===== src/rtl/wave_pwm_dac_nch_pkg.sv =====
// Shared definitions for the waveform PWM DAC and the CORDIC top:
// waveform-select encodings and per-channel control field widths.
package wave_pwm_dac_nch_pkg;

  typedef enum logic [1:0] {
    SEL_SIN = 2'd0,
    SEL_COS = 2'd1,
    SEL_TRI = 2'd2,
    SEL_SQR = 2'd3
  } sel_e;

  localparam int unsigned SEL_W = 2;
  localparam int unsigned ATT_W = 3;

endpackage


===== src/rtl/wave_pwm_dac_nch_if.sv =====
// Signal bundle of the multi-channel waveform PWM DAC.
//   sin_in/cos_in/tri_in/sqr_in : signed sources, shared by all channels
//   sel  : per-channel waveform select, SEL_W bits per channel
//   att  : per-channel arithmetic right-shift count, ATT_W bits per channel
//   en   : per-channel enable (0 = mute to midscale)
//   pwm  : per-channel registered PWM output
//   frame_stb : one-cycle pulse in the frame-boundary (capture) cycle
//   mon  : per-channel latched signed sample after attenuation
// master = source/control side, slave = DAC side.
interface wave_pwm_dac_nch_if #(
  parameter int WIDTH = 12,
  parameter int NCH   = 2
);
  import wave_pwm_dac_nch_pkg::*;

  logic [WIDTH-1:0]       sin_in;
  logic [WIDTH-1:0]       cos_in;
  logic [WIDTH-1:0]       tri_in;
  logic [WIDTH-1:0]       sqr_in;
  logic [SEL_W*NCH-1:0]   sel;
  logic [ATT_W*NCH-1:0]   att;
  logic [NCH-1:0]         en;
  logic [NCH-1:0]         pwm;
  logic                   frame_stb;
  logic [NCH*WIDTH-1:0]   mon;

  modport master (
    output sin_in, cos_in, tri_in, sqr_in, sel, att, en,
    input  pwm, frame_stb, mon
  );

  modport slave (
    input  sin_in, cos_in, tri_in, sqr_in, sel, att, en,
    output pwm, frame_stb, mon
  );
endinterface


===== src/rtl/wave_pwm_dac_nch_pwm_chan.sv =====
// One PWM DAC channel: waveform select, attenuation shift, offset-binary
// conversion, duty register and compare/output flop.
//   clock, resetn : clock, async active-low reset
//   cap           : frame-boundary strobe; controls and source sampled here
//   cnt           : shared frame counter
//   sin_in..sqr_in: signed sources
//   sel, att, en  : this channel's controls
//   pwm           : registered PWM output
//   mon           : latched attenuated sample
module pwm_chan
  import wave_pwm_dac_nch_pkg::*;
#(
  parameter int WIDTH = 12
) (
  input  logic             clock,
  input  logic             resetn,
  input  logic             cap,
  input  logic [WIDTH-1:0] cnt,
  input  logic [WIDTH-1:0] sin_in,
  input  logic [WIDTH-1:0] cos_in,
  input  logic [WIDTH-1:0] tri_in,
  input  logic [WIDTH-1:0] sqr_in,
  input  logic [SEL_W-1:0] sel,
  input  logic [ATT_W-1:0] att,
  input  logic             en,
  output logic             pwm,
  output logic [WIDTH-1:0] mon
);

  logic signed [WIDTH-1:0] src;
  logic signed [WIDTH-1:0] shifted;
  logic        [WIDTH-1:0] cap_val;
  logic        [WIDTH-1:0] duty;

  always_comb begin
    src = sin_in;
    case (sel_e'(sel))
      SEL_SIN: src = sin_in;
      SEL_COS: src = cos_in;
      SEL_TRI: src = tri_in;
      SEL_SQR: src = sqr_in;
    endcase
    shifted = src >>> att;
    cap_val = en ? shifted : '0;
  end

  // duty resets to 0 (not midscale) so the output stays low until the
  // first capture; hence it is held separately from mon.
  always_ff @(posedge clock or negedge resetn) begin
    if (!resetn) begin
      mon  <= '0;
      duty <= '0;
      pwm  <= 1'b0;
    end else begin
      if (cap) begin
        mon  <= cap_val;
        duty <= {~cap_val[WIDTH-1], cap_val[WIDTH-2:0]};
      end
      pwm <= (cnt < duty);
    end
  end

endmodule


===== src/rtl/wave_pwm_dac_nch.sv =====
// Multi-channel waveform PWM DAC. A free-running WIDTH-bit frame counter
// is shared by NCH channels; every channel captures its selected, attenuated
// source in the boundary cycle (cnt all ones) and uses it for the next frame.
//   clock  : single clock
//   resetn : asynchronous active-low reset
//   bus    : slave side of wave_pwm_dac_nch_if (sources, controls, outputs)
module wave_pwm_dac_nch
  import wave_pwm_dac_nch_pkg::*;
#(
  parameter int WIDTH = 12,
  parameter int NCH   = 2
) (
  input  logic                   clock,
  input  logic                   resetn,
  wave_pwm_dac_nch_if.slave      bus
);

  logic [WIDTH-1:0]     cnt;
  logic                 boundary;
  logic [NCH-1:0]       pwm_w;
  logic [NCH*WIDTH-1:0] mon_w;

  always_ff @(posedge clock or negedge resetn) begin
    if (!resetn) cnt <= '0;
    else         cnt <= cnt + WIDTH'(1);
  end

  // Decoded from cnt, so it is low whenever reset holds cnt at 0.
  assign boundary      = (cnt == '1);
  assign bus.frame_stb = boundary;
  assign bus.pwm       = pwm_w;
  assign bus.mon       = mon_w;

  for (genvar k = 0; k < NCH; k++) begin : g_chan
    pwm_chan #(
      .WIDTH(WIDTH)
    ) u_chan (
      .clock  (clock),
      .resetn (resetn),
      .cap    (boundary),
      .cnt    (cnt),
      .sin_in (bus.sin_in),
      .cos_in (bus.cos_in),
      .tri_in (bus.tri_in),
      .sqr_in (bus.sqr_in),
      .sel    (bus.sel[SEL_W*k +: SEL_W]),
      .att    (bus.att[ATT_W*k +: ATT_W]),
      .en     (bus.en[k]),
      .pwm    (pwm_w[k]),
      .mon    (mon_w[WIDTH*k +: WIDTH])
    );
  end

endmodule


===== src/flat_wrapper.sv =====
// flat-port wrapper written by rule: the top's interface ports become plain ports
module wave_pwm_dac_nch_flat import wave_pwm_dac_nch_pkg::*;
#(
  parameter int WIDTH = 12,
  parameter int NCH   = 2
)
  (clock, resetn, bus_sin_in, bus_cos_in, bus_tri_in, bus_sqr_in, bus_sel, bus_att, bus_en, bus_pwm, bus_frame_stb, bus_mon);
  wave_pwm_dac_nch_if #(.WIDTH(WIDTH), .NCH(NCH)) bus_i ();
  input  logic clock;
  input  logic resetn;
  input wire logic [$bits(bus_i.sin_in)-1:0] bus_sin_in;
  input wire logic [$bits(bus_i.cos_in)-1:0] bus_cos_in;
  input wire logic [$bits(bus_i.tri_in)-1:0] bus_tri_in;
  input wire logic [$bits(bus_i.sqr_in)-1:0] bus_sqr_in;
  input wire logic [$bits(bus_i.sel)-1:0] bus_sel;
  input wire logic [$bits(bus_i.att)-1:0] bus_att;
  input wire logic [$bits(bus_i.en)-1:0] bus_en;
  output wire logic [$bits(bus_i.pwm)-1:0] bus_pwm;
  output wire logic [$bits(bus_i.frame_stb)-1:0] bus_frame_stb;
  output wire logic [$bits(bus_i.mon)-1:0] bus_mon;
  assign bus_i.sin_in = bus_sin_in;
  assign bus_i.cos_in = bus_cos_in;
  assign bus_i.tri_in = bus_tri_in;
  assign bus_i.sqr_in = bus_sqr_in;
  assign bus_i.sel = bus_sel;
  assign bus_i.att = bus_att;
  assign bus_i.en = bus_en;
  assign bus_pwm = bus_i.pwm;
  assign bus_frame_stb = bus_i.frame_stb;
  assign bus_mon = bus_i.mon;
  wave_pwm_dac_nch #(.WIDTH(WIDTH), .NCH(NCH)) u_core (.clock(clock), .resetn(resetn), .bus(bus_i));
endmodule

===== config.mk =====
export PLATFORM = sky130hd
export DESIGN_NAME = wave_pwm_dac_nch_flat
export DESIGN_NICKNAME = d
export VERILOG_FILES = /design/src/rtl/wave_pwm_dac_nch_pkg.sv /design/src/rtl/wave_pwm_dac_nch_if.sv /design/src/rtl/wave_pwm_dac_nch_pwm_chan.sv /design/src/rtl/wave_pwm_dac_nch.sv /design/src/flat_wrapper.sv
export SDC_FILE = /design/constraint.sdc
export NUM_CORES = 1
export LEC_CHECK = 0
export CORE_MARGIN = 5
export CORE_UTILIZATION = 47
export CTS_CLUSTER_DIAMETER = 40
export DETAILED_ROUTE_END_ITERATION = 7
export PLACE_DENSITY = 0.78
export SETUP_SLACK_MARGIN = 0.2
export SLEW_MARGIN = 20
export SYNTH_ARGS = -nofsm -noshare
export SYNTH_HDL_FRONTEND = slang
export SYNTH_SLANG_ARGS = --single-unit

===== constraint.sdc =====
create_clock -name clock -period 1.6 [get_ports clock]
set_input_delay 0.24 -clock clock [delete_from_list [all_inputs] [get_ports clock]]
set_output_delay 0.24 -clock clock [all_outputs]
set_load 0.02 [all_outputs]

-- Word-level counts from Yosys, hierarchy flattened
Cells that the tools add are included.
- bits in latches: 0
- output and inout port bits: 27
- bits in read-only memories: 0
- register bits after elaboration: 62
- RAM bits: 0
- memories: 0
- multiply operators: 0
- bitwise gates (word level): 2
- add/sub/neg operators: 1
- muxes and demuxes: 4
- shift-type cells: 2
- reductions and logical operators: 2
- order comparisons: 2
- div/mod/pow operators: 0
- equality and inequality tests: 7
- operator list (kind ; number):
    12-bit case mux with 4 select lines ; 2
    12-bit less-than comparator ; 2
    12-bit two-way mux ; 2
    12-bit by 3-bit >>> shifter with 12-bit output ; 2
    12-bit by 1-bit adder with 12-bit output, second input constant ; 1
    12-bit equality test, second input constant ; 1
    2-bit equality test, second input constant ; 4
    2-bit by 1-bit equality test with 1-bit output, second input constant ; 2
    2-bit zero test ; 2
    1-bit inverter ; 2

-- Logic depth before layout (Yosys ltp)
Gate-level depths: netlist of the first run.
- word-level depth: 5
- mapped depth: 9
- mapped depth without buffers: 7

-- Hierarchy
From an unflattened synthesis of the first run, not the netlist that was laid out.
- cell total of the unflattened synthesis: 358
- area total of the unflattened synthesis: 3940.0 um^2
- by module, submodules not included (module ; times used ; cells each ; area an instance (um^2)):
    pwm_chan ; 2 ; 157 ; 1696.6
    wave_pwm_dac_nch ; 1 ; 44 ; 546.8

-- Worst setup path before layout of the first run
OpenSTA, ideal clock, no wires.
- path type: reg-to-reg
- from: register u_core.cnt[0]
- to: register u_core.g_chan[1].u_chan.mon[2]
- setup slack: -0.329 ns
- path buffers: 2
- required time: 1.465 ns
- stages on the path, launching flop included: 10
- period minus slack after synthesis: 1.929 ns
- data arrival time: 1.795 ns
- path through: dfrtp_1 > ha_1 > nand2_1 > nor2_1 > and3_1 > clkbuf_2 > clkbuf_1 > o21ai_0 > o21ai_0 > o31ai_1
- cells in the longest elaborated chain, start to end: 1
- ends and longest elaborated chain (item ; line ; RTL):
    start, declared ; wave_pwm_dac_nch.sv:18 ; logic [WIDTH-1:0] cnt;
    start signal, assigned ; wave_pwm_dac_nch.sv:25 ; else cnt <= cnt + WIDTH'(1);
    12-bit equality test ; wave_pwm_dac_nch.sv:29 ; assign boundary = (cnt == '1);
    net bus_frame_stb ; flat_wrapper.sv:19 ; output wire logic [$bits(bus_i.frame_stb)-1:0] bus_frame_stb;
    end signal, assigned ; wave_pwm_dac_nch_pwm_chan.sv:56 ; mon <= cap_val;
    end, declared ; wave_pwm_dac_nch_pwm_chan.sv:27 ; output logic [WIDTH-1:0] mon
The timed path passes the listed nets, and every way through them passes these cells.
A chain may end at the register's enable or synchronous reset.

-- Final worst setup path of the first run
- from: register u_core.cnt[1]
- to: output bus_frame_stb
- cells in the longest elaborated chain, start to end: 1
- ends and longest elaborated chain (item ; line):
    12-bit equality test ; wave_pwm_dac_nch.sv:29
    end, declared ; flat_wrapper.sv:19
Every way passes these cells.

==> results of run 1 <==
## layout make-up
class | instances | area [um2]
diodes | 1 | 2.50
clock buffers | 6 | 82.6
clock inverters | 2 | 38.8
fillers | 549 | 2340
inverters | 26 | 98.8
multi-input cells | 260 | 2910
flip-flops and latches | 40 | 1000
well taps | 105 | 131
repair buffers | 171 | 1660
## how the worst max path moves through the flow
stage,from,to
global route,bus_cos_in[10],u_core.g_chan[0].u_chan.mon[8]
finish,u_core.cnt[1],bus_frame_stb
floorplan,bus_sel[1],u_core.g_chan[0].u_chan.mon[1]
CTS,u_core.cnt[1],bus_frame_stb
global placement,bus_sel[2],u_core.g_chan[1].u_chan.mon[2]
detailed placement,bus_sel[2],u_core.g_chan[1].u_chan.mon[3]
## flip-flops by register name, summed over array words and instances (netlist names)
| register | count |
|---|---|
| u_core.cnt | 12 |
| u_core.g_chan.u_chan.mon | 24 |
| u_core.g_chan.u_chan.pwm | 2 |
| u_core.g_chan.u_chan.duty | 2 |
## Yosys cell counts (2+ instances only)
master,count
sky130_fd_sc_hd__nand2b_1,4
sky130_fd_sc_hd__clkinv_1,2
sky130_fd_sc_hd__xnor2_1,6
sky130_fd_sc_hd__o21a_1,3
sky130_fd_sc_hd__a211oi_1,2
sky130_fd_sc_hd__mux4_2,36
sky130_fd_sc_hd__nand3_1,7
sky130_fd_sc_hd__inv_1,24
sky130_fd_sc_hd__o211ai_1,4
sky130_fd_sc_hd__a21oi_1,21
sky130_fd_sc_hd__or3_1,2
sky130_fd_sc_hd__nand2_1,22
sky130_fd_sc_hd__mux2_2,17
sky130_fd_sc_hd__nand4_1,3
sky130_fd_sc_hd__dfrtp_1,40
sky130_fd_sc_hd__buf_6,4
sky130_fd_sc_hd__buf_2,3
sky130_fd_sc_hd__buf_4,26
sky130_fd_sc_hd__and3_1,4
sky130_fd_sc_hd__clkbuf_1,4
sky130_fd_sc_hd__mux4_1,7
sky130_fd_sc_hd__nor2b_1,2
sky130_fd_sc_hd__o22ai_1,12
sky130_fd_sc_hd__a211o_1,2
sky130_fd_sc_hd__ha_1,23
sky130_fd_sc_hd__nor2_1,22
sky130_fd_sc_hd__xor2_1,4
sky130_fd_sc_hd__buf_1,2
sky130_fd_sc_hd__clkbuf_8,4
sky130_fd_sc_hd__a21o_1,10
sky130_fd_sc_hd__mux2i_1,16
sky130_fd_sc_hd__o21ai_0,22
sky130_fd_sc_hd__o21ai_1,2
sky130_fd_sc_hd__o31ai_1,2
## what timing repair did
item / 4_1_cts / 5_1_grt
gates cloned: 6 / 0
pin swaps: 25 / 9
gates resized for setup: 228 / 37
setup buffers: 14 / 0
setup endpoints to repair: 55 / 32
## power groups by stage
stage	clock network, mW	logic (mW)	registers (mW)
after detailed placement	0	0.872	1.03
after floorplan	0	0.510	1.03
after global placement	0	0.842	1.03
after CTS	0.877	1.00	1.01
after global routing	0.930	1.13	1.01
final	0.886	1.07	1.01
## logic make-up (layout without fill, tap and decap cells)
kind of cell / after synthesis / after routing
other cells: 0 / 1
compound gates: 84 / 84
fa+ha+maj: 23 / 23
xor+xnor: 10 / 10
simple gates: 67 / 67
buf+inv: 71 / 205
mux: 76 / 76
flops: 40 / 40
## through the flow
step           cells  worst slack (ns)
5_1_grt          611           -0.0537
3_5_place_dp     582            -0.809
4_1_cts          610          -0.00624
3_3_place_gp     582            -0.738
6_report         611          -0.00595
2_1_floorplan    371            -0.130
## layout by cell type, fill, tap and decap left out, types with 4 or more instances in the layout
| cell | synthesis | final |
|---|---|---|
| sky130_fd_sc_hd__and3_4 | 0 | 4 |
| sky130_fd_sc_hd__ha_1 | 23 | 19 |
| sky130_fd_sc_hd__xor2_1 | 4 | 4 |
| sky130_fd_sc_hd__buf_12 | 1 | 6 |
| sky130_fd_sc_hd__nand2_1 | 22 | 18 |
| sky130_fd_sc_hd__clkbuf_8 | 4 | 6 |
| sky130_fd_sc_hd__a21o_1 | 10 | 10 |
| sky130_fd_sc_hd__mux2i_2 | 0 | 5 |
| sky130_fd_sc_hd__xnor2_1 | 6 | 6 |
| sky130_fd_sc_hd__buf_8 | 0 | 4 |
| sky130_fd_sc_hd__buf_16 | 0 | 4 |
| sky130_fd_sc_hd__buf_6 | 4 | 12 |
| sky130_fd_sc_hd__buf_4 | 26 | 61 |
| sky130_fd_sc_hd__clkbuf_2 | 1 | 6 |
| sky130_fd_sc_hd__mux2i_1 | 16 | 8 |
| sky130_fd_sc_hd__o22ai_2 | 0 | 6 |
| sky130_fd_sc_hd__nand2b_1 | 4 | 4 |
| sky130_fd_sc_hd__nand3_1 | 7 | 6 |
| sky130_fd_sc_hd__clkdlybuf4s15_1 | 0 | 24 |
| sky130_fd_sc_hd__a21oi_2 | 1 | 13 |
| sky130_fd_sc_hd__o211ai_1 | 4 | 4 |
| sky130_fd_sc_hd__clkdlybuf4s50_1 | 0 | 4 |
| sky130_fd_sc_hd__o21ai_1 | 2 | 17 |
| sky130_fd_sc_hd__o22ai_1 | 12 | 6 |
| sky130_fd_sc_hd__mux4_2 | 36 | 42 |
| sky130_fd_sc_hd__dlygate4sd2_1 | 0 | 43 |
| sky130_fd_sc_hd__a21oi_1 | 21 | 9 |
| sky130_fd_sc_hd__inv_1 | 24 | 23 |
| sky130_fd_sc_hd__nor2_1 | 22 | 18 |
| sky130_fd_sc_hd__dfrtp_1 | 40 | 40 |
| sky130_fd_sc_hd__clkdlybuf4s15_2 | 0 | 4 |
| sky130_fd_sc_hd__mux2_4 | 0 | 14 |
## critical path, stage by stage (launching register included)
cell and delay, ns:
sky130_fd_sc_hd__dfrtp_1 0.36, sky130_fd_sc_hd__ha_2 0.20, sky130_fd_sc_hd__nand2_2 0.08, sky130_fd_sc_hd__nor2_4 0.09
sky130_fd_sc_hd__and3_4 0.22, sky130_fd_sc_hd__buf_6 0.12
## metal layers
metal	vias up	global-route usage
met5	-	0
met2	190	0.460
met1	1850	0.291
met4	0	0.117
li1	1650	-
met3	50	0.0369
==> results.md, run 1 <==
| Item | Value | Unit |
|---|---|---|
| Result of the run | finished with violations | - |
| Violated checks | hold timing, setup timing | - |
| Switching fraction of total power | 0.286 | - |
| GP Congestion | 0.938 | - |
| Width of the die | 102 | um |
| Worst Hold Margin | -0.00444 | ns |
| Cell Area, Placed | 5220 | um2 |
| Drc violations | 0 | - |
| Port buffer count | 88 | - |
| Number of different library cells in the post-synthesis netlist | 41 | - |
| Post-layout worst setup margin | -0.00595 | ns |
| Seq pwr share | 0.341 | - |
| Number of buffers created by CTS | 5 | - |
| P&R area growth vs syn | 48.3 | % |
| Max-capacitance violation count | 0 | - |
| R2r setup slk | 0.01 | ns |
| Maximum fanout along the worst path | 2 | - |
| Routed wirelength normalized by instance count | 21.6 | um |
| Post-synthesis compound-gate area fraction | 0.129 | - |
| Highest routing layer actually used | met4 | - |
| NetSw | 848 | uW |
| Post-Synthesis Net Count | 456 | - |
| Slew at the pin closest to its max-slew limit | 0.515 | ns |
| Share of total power in combinational logic | 0.360 | - |
| # setup viols final | 1 | - |
| Cell-internal power | 2.11 | mW |
| Fraction of registers with async set or reset after synthesis | 1.00 | - |
| Flip-flop cell with the highest count after synthesis | sky130_fd_sc_hd__dfrtp_1 | - |
| Post-synthesis sequential area ratio | 0.251 | - |
| Post-Syn Area | 3990 | um2 |
| Simple-gate share of the synthesized area | 0.0749 | - |
| Combinational family with the most area after synthesis | multiplexers | - |
| Clock tree from TritonCTS | built | - |
| Xor/xnor share of the synthesized area | 0.0219 | - |
| Via density per instance | 6.12 | - |
| Main area contributors after synthesis | sky130_fd_sc_hd__dfrtp_1 (25%), sky130_fd_sc_hd__mux4_2 (20%), sky130_fd_sc_hd__ha_1 (7.2%), sky130_fd_sc_hd__buf_4 (4.9%), sky130_fd_sc_hd__mux2_2 (4.8%) | - |
| Vias after detailed routing | 3740 | - |
| Power per standard cell area | 500 | nW/um2 |
| Leading area contributor after synthesis | sky130_fd_sc_hd__dfrtp_1 | - |
| Initial core utilization | 0.483 | - |
| Total met3 wirelength after detailed routing | 851 | um |
| Placed wire-length estimate after detailed placement | 9080 | um |
| Share of the core filled with cells | 0.717 | - |
| Die boundary height | 102 | um |
| Cts hold-fix bufs | 0 | - |
| Largest net degree at the start of global routing | 41 | - |
| FF-to-FF path depth | 8 | - |
| Vias in the first global route | 4028 | - |
| Metal-1 WL | 4800 | um |
| Synth warnings | 0 | - |
| Final slew viol count | 0 | - |
| Total met2 wirelength after detailed routing | 6940 | um |
| Post-synthesis adder-cell area fraction | 0.0721 | - |
| Clock-pin transition on the worst setup and hold timing paths | 0.08 | ns |
| Overall Power | 2.96 | mW |
| Share of synthesized area spent on multiplexers | 0.337 | - |
| Total leakage power | 2.70 | nW |
| IO Pins | 89 | - |
| Clock Latency Late Sink | 0.30 | ns |
| Number of core rows | 33 | - |
| Final-report hold violation count | 3 | - |
| Number of buffers on the longest clock path | 2 | - |
| Area share of the largest cell type after synthesis | 0.251 | - |
| Proportion of power drawn by the clock network | 0.299 | - |
| Required time of the worst setup path | 1.36 | ns |
| Final antenna-violating net count | 0 | - |
| Final nets | 589 | - |
| Design area | 5920 | um2 |
| First-pass DRT Iterations | 5 | - |
| CP startpoint kind | register | - |
| Total track usage | 0.252 | - |
| Root Driver | sky130_fd_sc_hd__clkbuf_8 | - |
| RSZ-0062 raised after global routing | yes | - |
| Critical R2R Capture | u_core.g_chan[0].u_chan.mon[11] | - |
| H-tree lvl count | 2 | - |
| Number of enable flip-flop cells after synthesis | 0 | - |
| Overall overflow remaining after global route | 0 | - |
| Upper clock frequency limit | 623 | MHz |
| Area of the die | 10400 | um2 |
| Headroom to the max-slew limit | 0.657 | - |
| Class of the worst hold path | in2async | - |
| Final Cycle Share | 1.00 | - |
| Worst Path Class, Setup | reg2out | - |
| Synthesized instance count | 371 | - |
| Skew final | 0.0101 | ns |
| Antenna violations before repair | 1 | - |
| Data arrival at the endpoint of the critical path | 1.37 | ns |
| DRC violation total after the first TritonRoute iteration | 175 | - |
| Total core area | 8260 | um2 |
| Synthesized area per cell | 10.8 | um2 |
| Source of the worst register-to-register timing path | u_core.cnt[0] | - |
| Maximum vdd drop | 0.305 | mV |
| Final wirelength | 13200 | um |
| Final sum of negative setup slack | -0.00595 | ns |
| Flops & latches, synth | 40 | - |
| Proportion of layout cells with a drive suffix above 1 | 0.444 | - |
| Global-route wire length before repair | 20300 | um |
| Total number of clock tree sinks | 40 | - |
| Period minus WS final | 1.61 | ns |
| Type of destination of the critical path | primary output | - |
Power figures use the tool's default switching activity.
==> run 2, diff against run 1 <==
--- a/constraint.sdc
+++ b/constraint.sdc
@@ -3,2 +3,2 @@
 set_output_delay 0.24 -clock clock [all_outputs]
-set_load 0.02 [all_outputs]
+set_load 0.01 [all_outputs]
==> results.md, run 2 (synthesis results as in run 1) <==
| Item | Value | Unit |
|---|---|---|
| Type of destination of the critical path | register | - |
| Register ranked first by flip-flop count | u_core.g_chan.u_chan.mon | - |
| Root Driver | sky130_fd_sc_hd__clkbuf_8 | - |
| Final Cycle Share | 1.03 | - |
| Power per standard cell area | 496 | nW/um2 |
| Upper clock frequency limit | 604 | MHz |
| Period minus WS final | 1.66 | ns |
| Maximum fanout along the worst path | 3 | - |
| Final standard cell count with taps included and fillers excluded | 609 | - |
| Proportion of layout cells with a drive suffix above 1 | 0.456 | - |
| Worst Path Class, Setup | in2reg | - |
| Via density per instance | 6.25 | - |
| Final antenna-violating net count | 0 | - |
| Placed wire-length estimate after detailed placement | 8860 | um |
| CP peak stage delay | 0.46 | ns |
| Critical Path, Cell by Cell | dlygate4sd2_1 > mux4_2 > mux2_4 > nand2_2 > o21ai_2 > mux2i_1 > o22ai_2 | - |
| Overall overflow remaining after global route | 0 | - |
| Vias after detailed routing | 3805 | - |
| Port buffer count | 88 | - |
| Largest net degree at the start of global routing | 41 | - |
| Clock-pin transition on the worst setup and hold timing paths | 0.09 | ns |
| Vias in the first global route | 4007 | - |
| Width of the die | 102 | um |
| Antenna violations before repair | 0 | - |
| Largest registers | u_core.g_chan.u_chan.mon: 24 flops, u_core.cnt: 12 flops | - |
| Cts hold-fix bufs | 0 | - |
| Area of the die | 10400 | um2 |
| Max-capacitance violation count | 0 | - |
| Total leakage power | 2.73 | nW |
| Drc violations | 0 | - |
| Max FFs per register | 24 | - |
| Number of buffers created by CTS | 5 | - |
| DRC violation total after the first TritonRoute iteration | 267 | - |
| Number of buffers on the longest clock path | 2 | - |
| Post-layout worst setup margin | -0.0555 | ns |
| Total track usage | 0.249 | - |
| Clock Latency Late Sink | 0.31 | ns |
| Violated checks | hold timing, setup timing | - |
| GP Congestion | 0.942 | - |
| Headroom to the max-slew limit | 0.670 | - |
| First-pass DRT Iterations | 5 | - |
| Worst slack at placement | -0.772 | ns |
| IO Pins | 89 | - |
| Critical path's slowest cell | sky130_fd_sc_hd__mux4_2 | - |
| R2r setup slk | 0.02 | ns |
| FF-to-FF path depth | 8 | - |
| Data arrival at the endpoint of the critical path | 1.84 | ns |
| Commonest non-fill, non-tap cell in the layout | sky130_fd_sc_hd__buf_4 | - |
| Final-report hold violation count | 30 | - |
| Total core area | 8260 | um2 |
| # setup viols final | 3 | - |
| Commonest cells after routing, fill and taps aside | sky130_fd_sc_hd__buf_4 (56), sky130_fd_sc_hd__dlygate4sd2_1 (44), sky130_fd_sc_hd__mux4_2 (41) | - |
| Total number of clock tree sinks | 40 | - |
| Maximum vdd drop | 0.364 | mV |
| Final sum of negative setup slack | -0.0778 | ns |
| Final nets | 588 | - |
| Class of the worst hold path | in2async | - |
| Slew at the pin closest to its max-slew limit | 0.495 | ns |
| H-tree lvl count | 2 | - |
| Routed wirelength normalized by instance count | 22.0 | um |
| Number of core rows | 33 | - |
| RSZ-0062 raised after global routing | yes | - |
| Critical R2R Capture | u_core.g_chan[1].u_chan.mon[10] | - |
| Worst Hold Margin | -0.0239 | ns |
| Die boundary height | 102 | um |
| Number of placed cells counting well taps | 578 | - |
| Initial core utilization | 0.483 | - |
| CP startpoint kind | primary input | - |
| Result of the run | finished with violations | - |
| Cell Area, Placed | 5190 | um2 |
| Source of the worst register-to-register timing path | u_core.cnt[0] | - |
| Design area | 5970 | um2 |
| Final slew viol count | 0 | - |
| P&R area growth vs syn | 49.7 | % |
| Fillcell total | 559 | - |
| Clock tree from TritonCTS | built | - |
| Count of inserted antenna diode cells | 0 | - |
| Global-route wire length before repair | 20000 | um |
| Skew final | 0.0122 | ns |
| Required time of the worst setup path | 1.78 | ns |
| Final wirelength | 13400 | um |
[run 2: cell types whose count changed in the layout (fill, tap and decap cells not counted), moves of 3 or more]
cell / previous run / this run
sky130_fd_sc_hd__buf_4: 61 / 56
sky130_fd_sc_hd__nor2_2: 1 / 4
sky130_fd_sc_hd__clkdlybuf4s15_1: 24 / 21
sky130_fd_sc_hd__o21ai_1: 17 / 14
[run 2: metal layers]
layer  track usage  routed length [um]  share of wire  vias to the layer above
met3        0.0491                1010          0.075                       53
met2         0.441                7010           0.52                      254
met4         0.117                 617          0.046                        0
met1         0.288                4780           0.36                     1858
li1              -                   -              -                     1640
met5             0                   0              0                        -
[run 2: per-stage QoR]
stage / util / hold slack [ns] / total power, mW
2_1_floorplan: - / -0.0556 / 1.54
3_3_place_gp: 0.628 / 0.319 / 1.87
3_5_place_dp: 0.628 / 0.325 / 1.89
4_1_cts: 0.684 / 0.00836 / 2.81
5_1_grt: 0.723 / 0.0155 / 3.07
6_report: 0.723 / -0.0239 / 2.96
[run 2: final cells by class]
type | count | area, um2 | area share
well taps | 105 | 131 | 0.0220
flip-flops and latches | 40 | 1000 | 0.168
clock inverters | 3 | 46.3 | 0.00775
multi-input cells | 261 | 2950 | 0.493
clock buffers | 5 | 68.8 | 0.0115
repair buffers | 169 | 1680 | 0.282
inverters | 26 | 98.8 | 0.0165
[run 2: worst max-delay path by stage]
stage	startpoint	end	cells past startpoint
2_1_floorplan	bus_sel[1]	u_core.g_chan[0].u_chan.mon[1]	6
3_3_place_gp	bus_sel[2]	u_core.g_chan[1].u_chan.mon[2]	8
3_5_place_dp	bus_sel[0]	u_core.g_chan[0].u_chan.mon[0]	8
4_1_cts	bus_sel[2]	u_core.g_chan[1].u_chan.mon[6]	8
5_1_grt	u_core.cnt[1]	bus_frame_stb	5
6_report	bus_cos_in[5]	u_core.g_chan[1].u_chan.mon[4]	7
[run 2: power by group]
part / switching (mW) / leakage [nW] / total, mW / internal [mW]
logic: 0.487 / 2.24 / 1.09 / 0.602
clock network: 0.394 / 0.0548 / 0.864 / 0.470
registers: 0 / 0.435 / 1.01 / 1.01
[run 2: critical path, delay by kind of cell]
family,cells,cell delay (ns)
compound gates,2,0.21
buf+inv,1,0.27
mux,3,1.04
simple gates,1,0.07
[run 2: timing repair]
| action | CTS | global route |
|---|---|---|
| resized for setup | 190 | 79 |
| cloned | 7 | 1 |
| endpoints found under the setup margin | 54 | 31 |
| buffers inserted | 11 | 4 |
| pin swaps | 27 | 15 |
